==> src/rtl/arith_pkg.sv <==
// Shared definitions for the shift-and-add multiplier: FSM states, default
// operand width and iteration counter sizing.
package arith_pkg;

    localparam int W_DEF = 16;
    localparam int CNT_W = 4;
    localparam logic [CNT_W-1:0] CNT_LAST = 4'd15;

    typedef enum logic [1:0] {
        ST_IDLE = 2'd0,
        ST_RUN  = 2'd1,
        ST_FIN  = 2'd2
    } state_e;

endpackage

==> src/rtl/shift_add_mult16_if.sv <==
// Start/ready/done handshake and operand/product bus of the multiplier.
interface shift_add_mult16_if
    import arith_pkg::*;
#(
    parameter int W = W_DEF
);
    logic           start;
    logic [W-1:0]   a;
    logic [W-1:0]   b;
    logic           ready;
    logic           done;
    logic [2*W-1:0] product;

    modport master (output start, output a, output b,
                    input ready, input done, input product);
    modport slave  (input start, input a, input b,
                    output ready, output done, output product);
endinterface

==> src/rtl/add16_cout.sv <==
// Combinational W-bit ripple-carry adder with carry in and carry out; the
// single adder datapath shared by the multiplier.
module add16_cout
    import arith_pkg::*;
#(
    parameter int W = W_DEF
) (
    input  logic [W-1:0] x,
    input  logic [W-1:0] y,
    input  logic         cin,
    output logic [W-1:0] sum,
    output logic         cout
);
    logic [W:0] c;

    always_comb begin
        c    = '0;
        sum  = '0;
        c[0] = cin;
        for (int i = 0; i < W; i++) begin
            sum[i]   = x[i] ^ y[i] ^ c[i];
            c[i+1]   = (x[i] & y[i]) | (c[i] & (x[i] ^ y[i]));
        end
    end

    assign cout = c[W];

endmodule

==> src/rtl/shift_add_mult16.sv <==
// Sequential unsigned W x W -> 2W shift-and-add multiplier: one conditional
// add and one right shift of the {hi, lo} accumulator per clock.
module shift_add_mult16
    import arith_pkg::*;
#(
    parameter int W = W_DEF
) (
    input  logic              clk,
    input  logic              rst,
    shift_add_mult16_if.slave bus_io
);
    state_e           state_q, state_d;
    logic [CNT_W-1:0] cnt_q, cnt_d;
    logic [W-1:0]     mcand_q, mcand_d;
    logic [W-1:0]     hi_q, hi_d;
    logic [W-1:0]     lo_q, lo_d;
    logic [2*W-1:0]   product_q, product_d;

    logic [W-1:0]     addend;
    logic [W-1:0]     sum;
    logic             cout;
    logic [2*W-1:0]   shifted;

    assign addend = lo_q[0] ? mcand_q : '0;

    add16_cout #(.W(W)) u_add (
        .x    (hi_q),
        .y    (addend),
        .cin  (1'b0),
        .sum  (sum),
        .cout (cout)
    );

    // The adder carry becomes the new hi MSB, so no product bit is lost.
    assign shifted = {cout, sum, lo_q[W-1:1]};

    always_ff @(posedge clk or posedge rst) begin
        if (rst) begin
            state_q   <= ST_IDLE;
            cnt_q     <= '0;
            mcand_q   <= '0;
            hi_q      <= '0;
            lo_q      <= '0;
            product_q <= '0;
        end else begin
            state_q   <= state_d;
            cnt_q     <= cnt_d;
            mcand_q   <= mcand_d;
            hi_q      <= hi_d;
            lo_q      <= lo_d;
            product_q <= product_d;
        end
    end

    always_comb begin
        state_d   = state_q;
        cnt_d     = cnt_q;
        mcand_d   = mcand_q;
        hi_d      = hi_q;
        lo_d      = lo_q;
        product_d = product_q;
        case (state_q)
            ST_IDLE: begin
                if (bus_io.start) begin
                    state_d = ST_RUN;
                    mcand_d = bus_io.a;
                    hi_d    = '0;
                    lo_d    = bus_io.b;
                    cnt_d   = '0;
                end
            end
            ST_RUN: begin
                {hi_d, lo_d} = shifted;
                cnt_d        = cnt_q + CNT_W'(1);
                if (cnt_q == CNT_LAST) begin
                    state_d   = ST_FIN;
                    product_d = shifted;
                end
            end
            ST_FIN: begin
                state_d = ST_IDLE;
            end
            default: begin
                state_d = ST_IDLE;
            end
        endcase
    end

    assign bus_io.ready   = (state_q == ST_IDLE);
    assign bus_io.done    = (state_q == ST_FIN);
    assign bus_io.product = product_q;

endmodule

==> src/flat_wrapper.sv <==
// flat-port wrapper written by rule: the top's interface ports become plain ports
module shift_add_mult16_flat import arith_pkg::*;
#(
    parameter int W = W_DEF
)
  (clk, rst, bus_io_start, bus_io_a, bus_io_b, bus_io_ready, bus_io_done, bus_io_product);
  shift_add_mult16_if #(.W(W)) bus_io_i ();
  input  logic clk;
  input  logic rst;
  input wire logic [$bits(bus_io_i.start)-1:0] bus_io_start;
  input wire logic [$bits(bus_io_i.a)-1:0] bus_io_a;
  input wire logic [$bits(bus_io_i.b)-1:0] bus_io_b;
  output wire logic [$bits(bus_io_i.ready)-1:0] bus_io_ready;
  output wire logic [$bits(bus_io_i.done)-1:0] bus_io_done;
  output wire logic [$bits(bus_io_i.product)-1:0] bus_io_product;
  assign bus_io_i.start = bus_io_start;
  assign bus_io_i.a = bus_io_a;
  assign bus_io_i.b = bus_io_b;
  assign bus_io_ready = bus_io_i.ready;
  assign bus_io_done = bus_io_i.done;
  assign bus_io_product = bus_io_i.product;
  shift_add_mult16 #(.W(W)) u_core (.clk(clk), .rst(rst), .bus_io(bus_io_i));
endmodule
==> config.mk <==
export PLATFORM = sky130hd
export DESIGN_NAME = shift_add_mult16_flat
export DESIGN_NICKNAME = d
export VERILOG_FILES = /design/src/rtl/arith_pkg.sv /design/src/rtl/shift_add_mult16_if.sv /design/src/rtl/add16_cout.sv /design/src/rtl/shift_add_mult16.sv /design/src/flat_wrapper.sv
export SDC_FILE = /design/constraint.sdc
export NUM_CORES = 1
export LEC_CHECK = 0
export CAP_MARGIN = 30
export CORE_UTILIZATION = 56
export CTS_CLUSTER_SIZE = 30
export DETAILED_ROUTE_END_ITERATION = 10
export HOLD_SLACK_MARGIN = 0.03
export PLACE_DENSITY_LB_ADDON = 0.1
export SKIP_LAST_GASP = 1
export SLEW_MARGIN = 20
export SYNTH_ARGS = -nofsm -noshare
export SYNTH_HDL_FRONTEND = slang
export SYNTH_SLANG_ARGS = --single-unit
==> constraint.sdc <==
create_clock -name clk -period 18.78 [get_ports clk]
set_clock_uncertainty 0.05 [all_clocks]
set_input_delay 3.756 -clock clk [delete_from_list [all_inputs] [get_ports clk]]
set_output_delay 3.756 -clock clk [all_outputs]
set_load 0.01 [all_outputs]
==> results of run 1 <==
-- registers in the layout (all words and copies together), names as in the netlist --
register / flops
u_core.lo_q: 16
u_core.state_q: 2
u_core.cnt_q: 4
u_core.hi_q: 16
u_core.mcand_q: 16
u_core.bus_io.product: 32
-- layout make-up --
class                   count  area [sq um]  share of cell area [%]
clock inverters             6          86.3                    1.80
repair buffers             75           773                    16.1
multi-input cells         230          1490                    31.1
well taps                  77          96.3                    2.01
inverters                  18          68.8                    1.44
flip-flops and latches     86          2150                    44.9
clock buffers              10           128                    2.66
-- synth_stat cells (all sizes together) --
cell     n
nand3   19
mux2i    2
a21o     1
and2     1
dfrtp   86
mux2    16
nor2    17
nor3    16
buf      6
nor3b    2
nand2   68
nand2b   1
ha       2
or3b     1
nand4    1
or2      1
o21ai   49
clkbuf  20
nor2b    2
o22ai   16
fa      15
inv     18
-- worst paths after layout --
check | to | slack [ns] | cells past startpoint
max | u_core.hi_q[14] | 10.81 | 19
min | u_core.mcand_q[14] | 0.43 | 2
max reg2reg | u_core.hi_q[14] | 10.81 | 19
min reg2reg | u_core.mcand_q[14] | 0.43 | 2
max in group asynchronous | u_core.cnt_q[1] | 14.26 | 4
min in group asynchronous | u_core.bus_io.product[11] | 3.82 | 3
-- layer usage --
layer	vias to the layer above	wire length [um]	GRT usage, %
li1	1315	-	-
met1	1376	3330	34.3
met2	79	3940	38.0
met3	4	339	4.23
met4	0	66	8.78
met5	-	0	0
-- stage by stage --
step / area, sq um / std cells
final: 4790 / 502
after global routing: 4790 / 502
after CTS: 4790 / 502
after detailed placement: 4580 / 486
after global placement: 4530 / 484
after floorplan: 3820 / 360
-- worst reg2reg max path, cell delays in order (launching register included) --
cell and delay, ns:
dfrtp_1 0.69, and2_1 0.23, ha_1 0.16, inv_1 0.06
fa_1 0.41, fa_1 0.43, fa_1 0.43, fa_1 0.43
fa_1 0.44, fa_1 0.43, fa_1 0.44, fa_1 0.46
fa_1 0.43, fa_1 0.43, fa_1 0.43, fa_1 0.43
fa_1 0.42, fa_1 0.42, fa_1 0.53, o21ai_0 0.09
-- cell families (layout without fill, tap and decap cells) --
logic type / count (synthesis) / in the layout
DFF: 86 / 86
adders and majority gates: 17 / 17
and+or+nand+nor: 129 / 129
AOI/OAI and AO/OA: 66 / 66
buffers and inverters: 44 / 109
muxes: 18 / 18
-- power by group through the flow --
stage / Sequential (uW) / Combinational, uW / Clock (uW)
after detailed placement: 338 / 359 / 0
after global placement: 332 / 347 / 0
after CTS: 335 / 363 / 142
after global routing: 347 / 405 / 149
after floorplan: 335 / 222 / 0
final: 335 / 359 / 140
==> impl_metrics.toml, run 1 <==
[place]
place_congestion = 0.739
dp.final_hpwl_mm = 5.10
dp_slack_ns = 10.84
port_buffers = 68

[synth]
synth_seq_cells = 86
synth_cell_types = 25
synth_xor_area_share_pct = 0
synthesis.nets = 412
synth_fa_ha_area_share_pct = 8.51
ys_seq_area_share_pct = 56.3
yosysWarnings = 0
syn_area_per_cell_sq_um = 10.6
synth_top_family_by_area = "simple AND/OR/NAND/NOR gates"
synthSimpleGateAreaFrac_pct = 14.5
synth_top_cell_area_share_pct = 56.3
synthMuxAreaShare_pct = 6.51
synth_area_leaders = "dfrtp_1 56%, fa_1 7.9%, nand2_1 6.7%"
synth-compound-area-share_pct = 9.22
synth_area_sq_um = 3820
synthCells = 360
yosys.area.top_type = "dfrtp_1"

[setup_path]
startpoint_type = "flip-flop"
arrival_ns = 8.12
startpoint = "u_core.lo_q[0]"
crit_top_cell = "fa_1"
path_buf_inv = 1
crit_chain = "and2_1 > ha_1 > inv_1 > fa_1 > fa_1 > fa_1 > fa_1 > fa_1 > fa_1 > fa_1 > fa_1 > fa_1 > fa_1 > fa_1 > fa_1 > fa_1 > fa_1 > fa_1 > o21ai_0"
path_max_fanout = 17
r2r-start = "u_core.lo_q[0]"
end_kind = "flip-flop"
cpMaxStageDelayCell = "dfrtp_1"
crit_required_ns = 18.93
slowest_delay_ns = 0.69
cp_top_family = "adder cells"
critPathKind = "flip-flop to flip-flop"

[global_route]
antenna_found_initial = 0
grt_pass1_wl_mm = 13.4
overflow = 0
grt_pass1_vias = 2734
grt_max_degree = 70
grt.total_usage_pct = 24.1

[clock_network]
cts_inserted_buffers = 9
post_cts_resized = 0
cts.clk_slew.worst_paths_ns = 0.08
clk_path_buf_depth = 2
insertion_delay_ns = 0.35
clock_sinks = 86
ctsHoldBuffers = 0
root_buffer = "clkbuf_8"
cts_tree = "built"
htreeDepth = 3
post_cts_buffers = 0

[cells_and_area]
area.growth.synth_to_final_pct = 25.4
num-fill-cells = 479
mostFrequentLayoutCell = "dfrtp_1"
drive_gt1_share_pct = 9.88
utilization_pct = 74.2
final_net_count = 472
layout_common_cells = "86 x dfrtp_1, 68 x nand2_1, 68 x clkdlybuf4s50_1"
antennaDiodeCount = 0

[pwr]
leakagePower_uw = 0.00212
seqPwrFrac_pct = 40.2
p_int_uw = 532
peakVddDrop_mv = 0.0881
fin_total_pwr_uw = 834
p_per_area_nw_per_um2 = 174
p_comb_share_pct = 43.1
swShare_pct = 36.2
switchingPower_uw = 302
clkPwrFrac_pct = 16.7

[outcome]
status = "completed"

[sta]
maxSlewViolCount = 0
finalSetupViolCount = 0
max_freq_mhz = 125
rsz0062_at_grt = "no"
timing.final.ws_setup_ns = 10.81
hold_viol = 0
max_slew_margin_pct = 53.2
whs_ns = 0.430
tightest_slew_ns = 0.702
setup_tns_ns = 0
post-route-min-period_ns = 7.97
fin_crit_sh_pct = 42.4

[floorplanning]
num_io_pins = 69
dieHeight_um = 84.6
num_rows = 29
start_util_pct = 59.2
core-area_sq_um = 6460
dieArea_sq_um = 7160
fp.dieW_um = 84.6

[route]
vias = 2774
wl_per_cell_um = 15.3
postRouteAntennaNets = 0
drtIter0Drc = 131
wirelength_mm = 7.68
via_per_inst = 5.53
drt_pass1_iterations = 6
drc_errors = 0

[min_path]
hold_path.class = "flip-flop to flip-flop"
hp-start = "u_core.mcand_q[14]"

[flow_run]
cap_violations = 0
Power figures use the tool's default switching activity.
==> inputs of run 2 (changes only) <==
Settings changed: CORE_UTILIZATION 56 to 47.
Clock period 18.78 ns to 7.05 ns, I/O delays scaled along.
==> run 2 against run 1 <==
Combinational power rose to 2.8 times the previous value. Via count is 1.2% higher. Global-route usage shrank 3.5 points. Clock power increased by 120%. Critical path depth did not move. Non-clock buffer count increased by 2. Clock-buffer cell count rose by 1. Sequential cell count unchanged. Fmax is 19% higher. Largest power group unchanged. Critical path type unchanged.
==> impl_metrics.toml, run 2 (synthesis results as in run 1) <==
[setup_path]
path_max_fanout = 2
ff2ff_path_depth = 19
crit_required_ns = 7.21
startpoint_type = "flip-flop"
cp_top_family = "adder cells"
slowest_delay_ns = 0.52
cp_num_cells = 19
critPathKind = "flip-flop to flip-flop"
arrival_ns = 6.88
crit_top_cell = "fa_2"
cpMaxStageDelayCell = "fa_1"
end_kind = "flip-flop"
crit_chain = "and2_1 > ha_1 > inv_1 > fa_2 > fa_2 > fa_2 > fa_2 > fa_2 > fa_2 > fa_2 > fa_2 > fa_2 > fa_2 > fa_2 > fa_2 > fa_2 > fa_2 > fa_1 > o21ai_0"
path_buf_inv = 1

[pwr]
leakagePower_uw = 0.00210
fin_total_pwr_uw = 2210
p_per_area_nw_per_um2 = 458
peakVddDrop_mv = 0.180

[route]
postRouteAntennaNets = 0
drt_pass1_iterations = 4
drc_errors = 0
drtIter0Drc = 170
via_per_inst = 5.31
wl_per_cell_um = 14.9
wirelength_mm = 7.87
vias = 2808

[clock_network]
clock_sinks = 86
cts_inserted_buffers = 9
insertion_delay_ns = 0.35
cts.clk_slew.worst_paths_ns = 0.08
cts_tree = "built"
root_buffer = "clkbuf_8"
clk_path_buf_depth = 2
post_cts_buffers = 0
htreeDepth = 3

[floorplanning]
num_rows = 32
num_io_pins = 69
fp.dieW_um = 92.2
dieArea_sq_um = 8500
start_util_pct = 49.0
dieHeight_um = 92.2
core-area_sq_um = 7810

[sta]
maxSlewViolCount = 0
finalSetupViolCount = 0
fin_crit_sh_pct = 95.3
post-route-min-period_ns = 6.72
hold_viol = 0
tightest_slew_ns = 0.809
timing.final.ws_setup_ns = 0.331
max_slew_margin_pct = 46.0
max_freq_mhz = 149
rsz0062_at_grt = "no"

[global_route]
grt_pass1_wl_mm = 13.6
grt_pass1_vias = 2802
grt_max_degree = 70
overflow = 0
grt.total_usage_pct = 20.6
antenna_found_initial = 0

[cells_and_area]
mostFrequentLayoutCell = "dfrtp_1"
drive_gt1_share_pct = 13.6
num-fill-cells = 698
largest_reg_flops = 32
area.growth.synth_to_final_pct = 26.0
final_net_count = 474
antennaDiodeCount = 0
layout_common_cells = "86 x dfrtp_1, 68 x nand2_1, 68 x clkdlybuf4s50_1"

[outcome]
status = "completed"

[place]
port_buffers = 68
dp.final_hpwl_mm = 5.12
dp_slack_ns = -0.127
place_congestion = 0.740

[min_path]
hold_path.class = "flip-flop to flip-flop"
holdPathStages = 2

[flow_run]
cap_violations = 0
run 2: power breakdown:
part / switching, uW / internal, uW
Combinational: 505 / 512
Clock: 172 / 138
Sequential: 142 / 736
Total: 819 / 1390
run 2: per-layer routing:
metal | part of all wire [%] | vias to the layer above | GRT usage, %
met4 | 2.1 | 0 | 8.72
li1 | - | 1325 | -
met5 | 0 | - | 0
met1 | 47 | 1389 | 29.6
met3 | 5.2 | 11 | 3.40
met2 | 46 | 83 | 31.2
run 2: cell type report:
type	count	area, sq um	share of cell area, %
clock buffer	11	141	2.93
clock inverter	5	35.0	0.727
inverter	18	68.8	1.43
multi-input combinational	230	1530	31.7
sequential	86	2150	44.7
tap	102	128	2.65
timing repair buffer	77	768	15.9
run 2: metrics by stage:
| stage | utilization (%) | area (sq um) | instances | setup TNS (ns) | hold WS [ns] |
|---|---|---|---|---|---|
| detailed placement | 59.2 | 4620 | 513 | -0.277 | 0.410 |
| global route | 61.7 | 4820 | 529 | 0 | 0.448 |
| floorplan | - | 3850 | 360 | 0 | 0.388 |
| finish | 61.7 | 4820 | 529 | 0 | 0.425 |
| CTS | 61.6 | 4810 | 529 | 0 | 0.431 |
| global placement | 58.9 | 4600 | 512 | 0 | 0.403 |
run 2: repair_timing:
action	in CTS	in global routing
endpoints found under the hold margin	0	0
endpoints found under the setup margin	4	4
pin swaps	0	0
gates resized for setup	3	4
hold buffers	0	0
run 2: path summary, 6_finish.rpt:
path                                    from                   endpoint  slack, ns
max                        u_core.mcand_q[0]  u_core.bus_io.product[30]       0.33
min                        u_core.mcand_q[0]          u_core.mcand_q[0]       0.43
max reg2reg                u_core.mcand_q[0]  u_core.bus_io.product[30]       0.33
min reg2reg                u_core.mcand_q[0]          u_core.mcand_q[0]       0.43
max in group asynchronous                rst            u_core.cnt_q[2]       4.88
min in group asynchronous                rst   u_core.bus_io.product[1]       1.16
run 2: worst min-delay path, cell delays in order (launching register included):
cell and delay, ns:
dfrtp_1 0.34, nand2_1 0.05, nand2_1 0.05
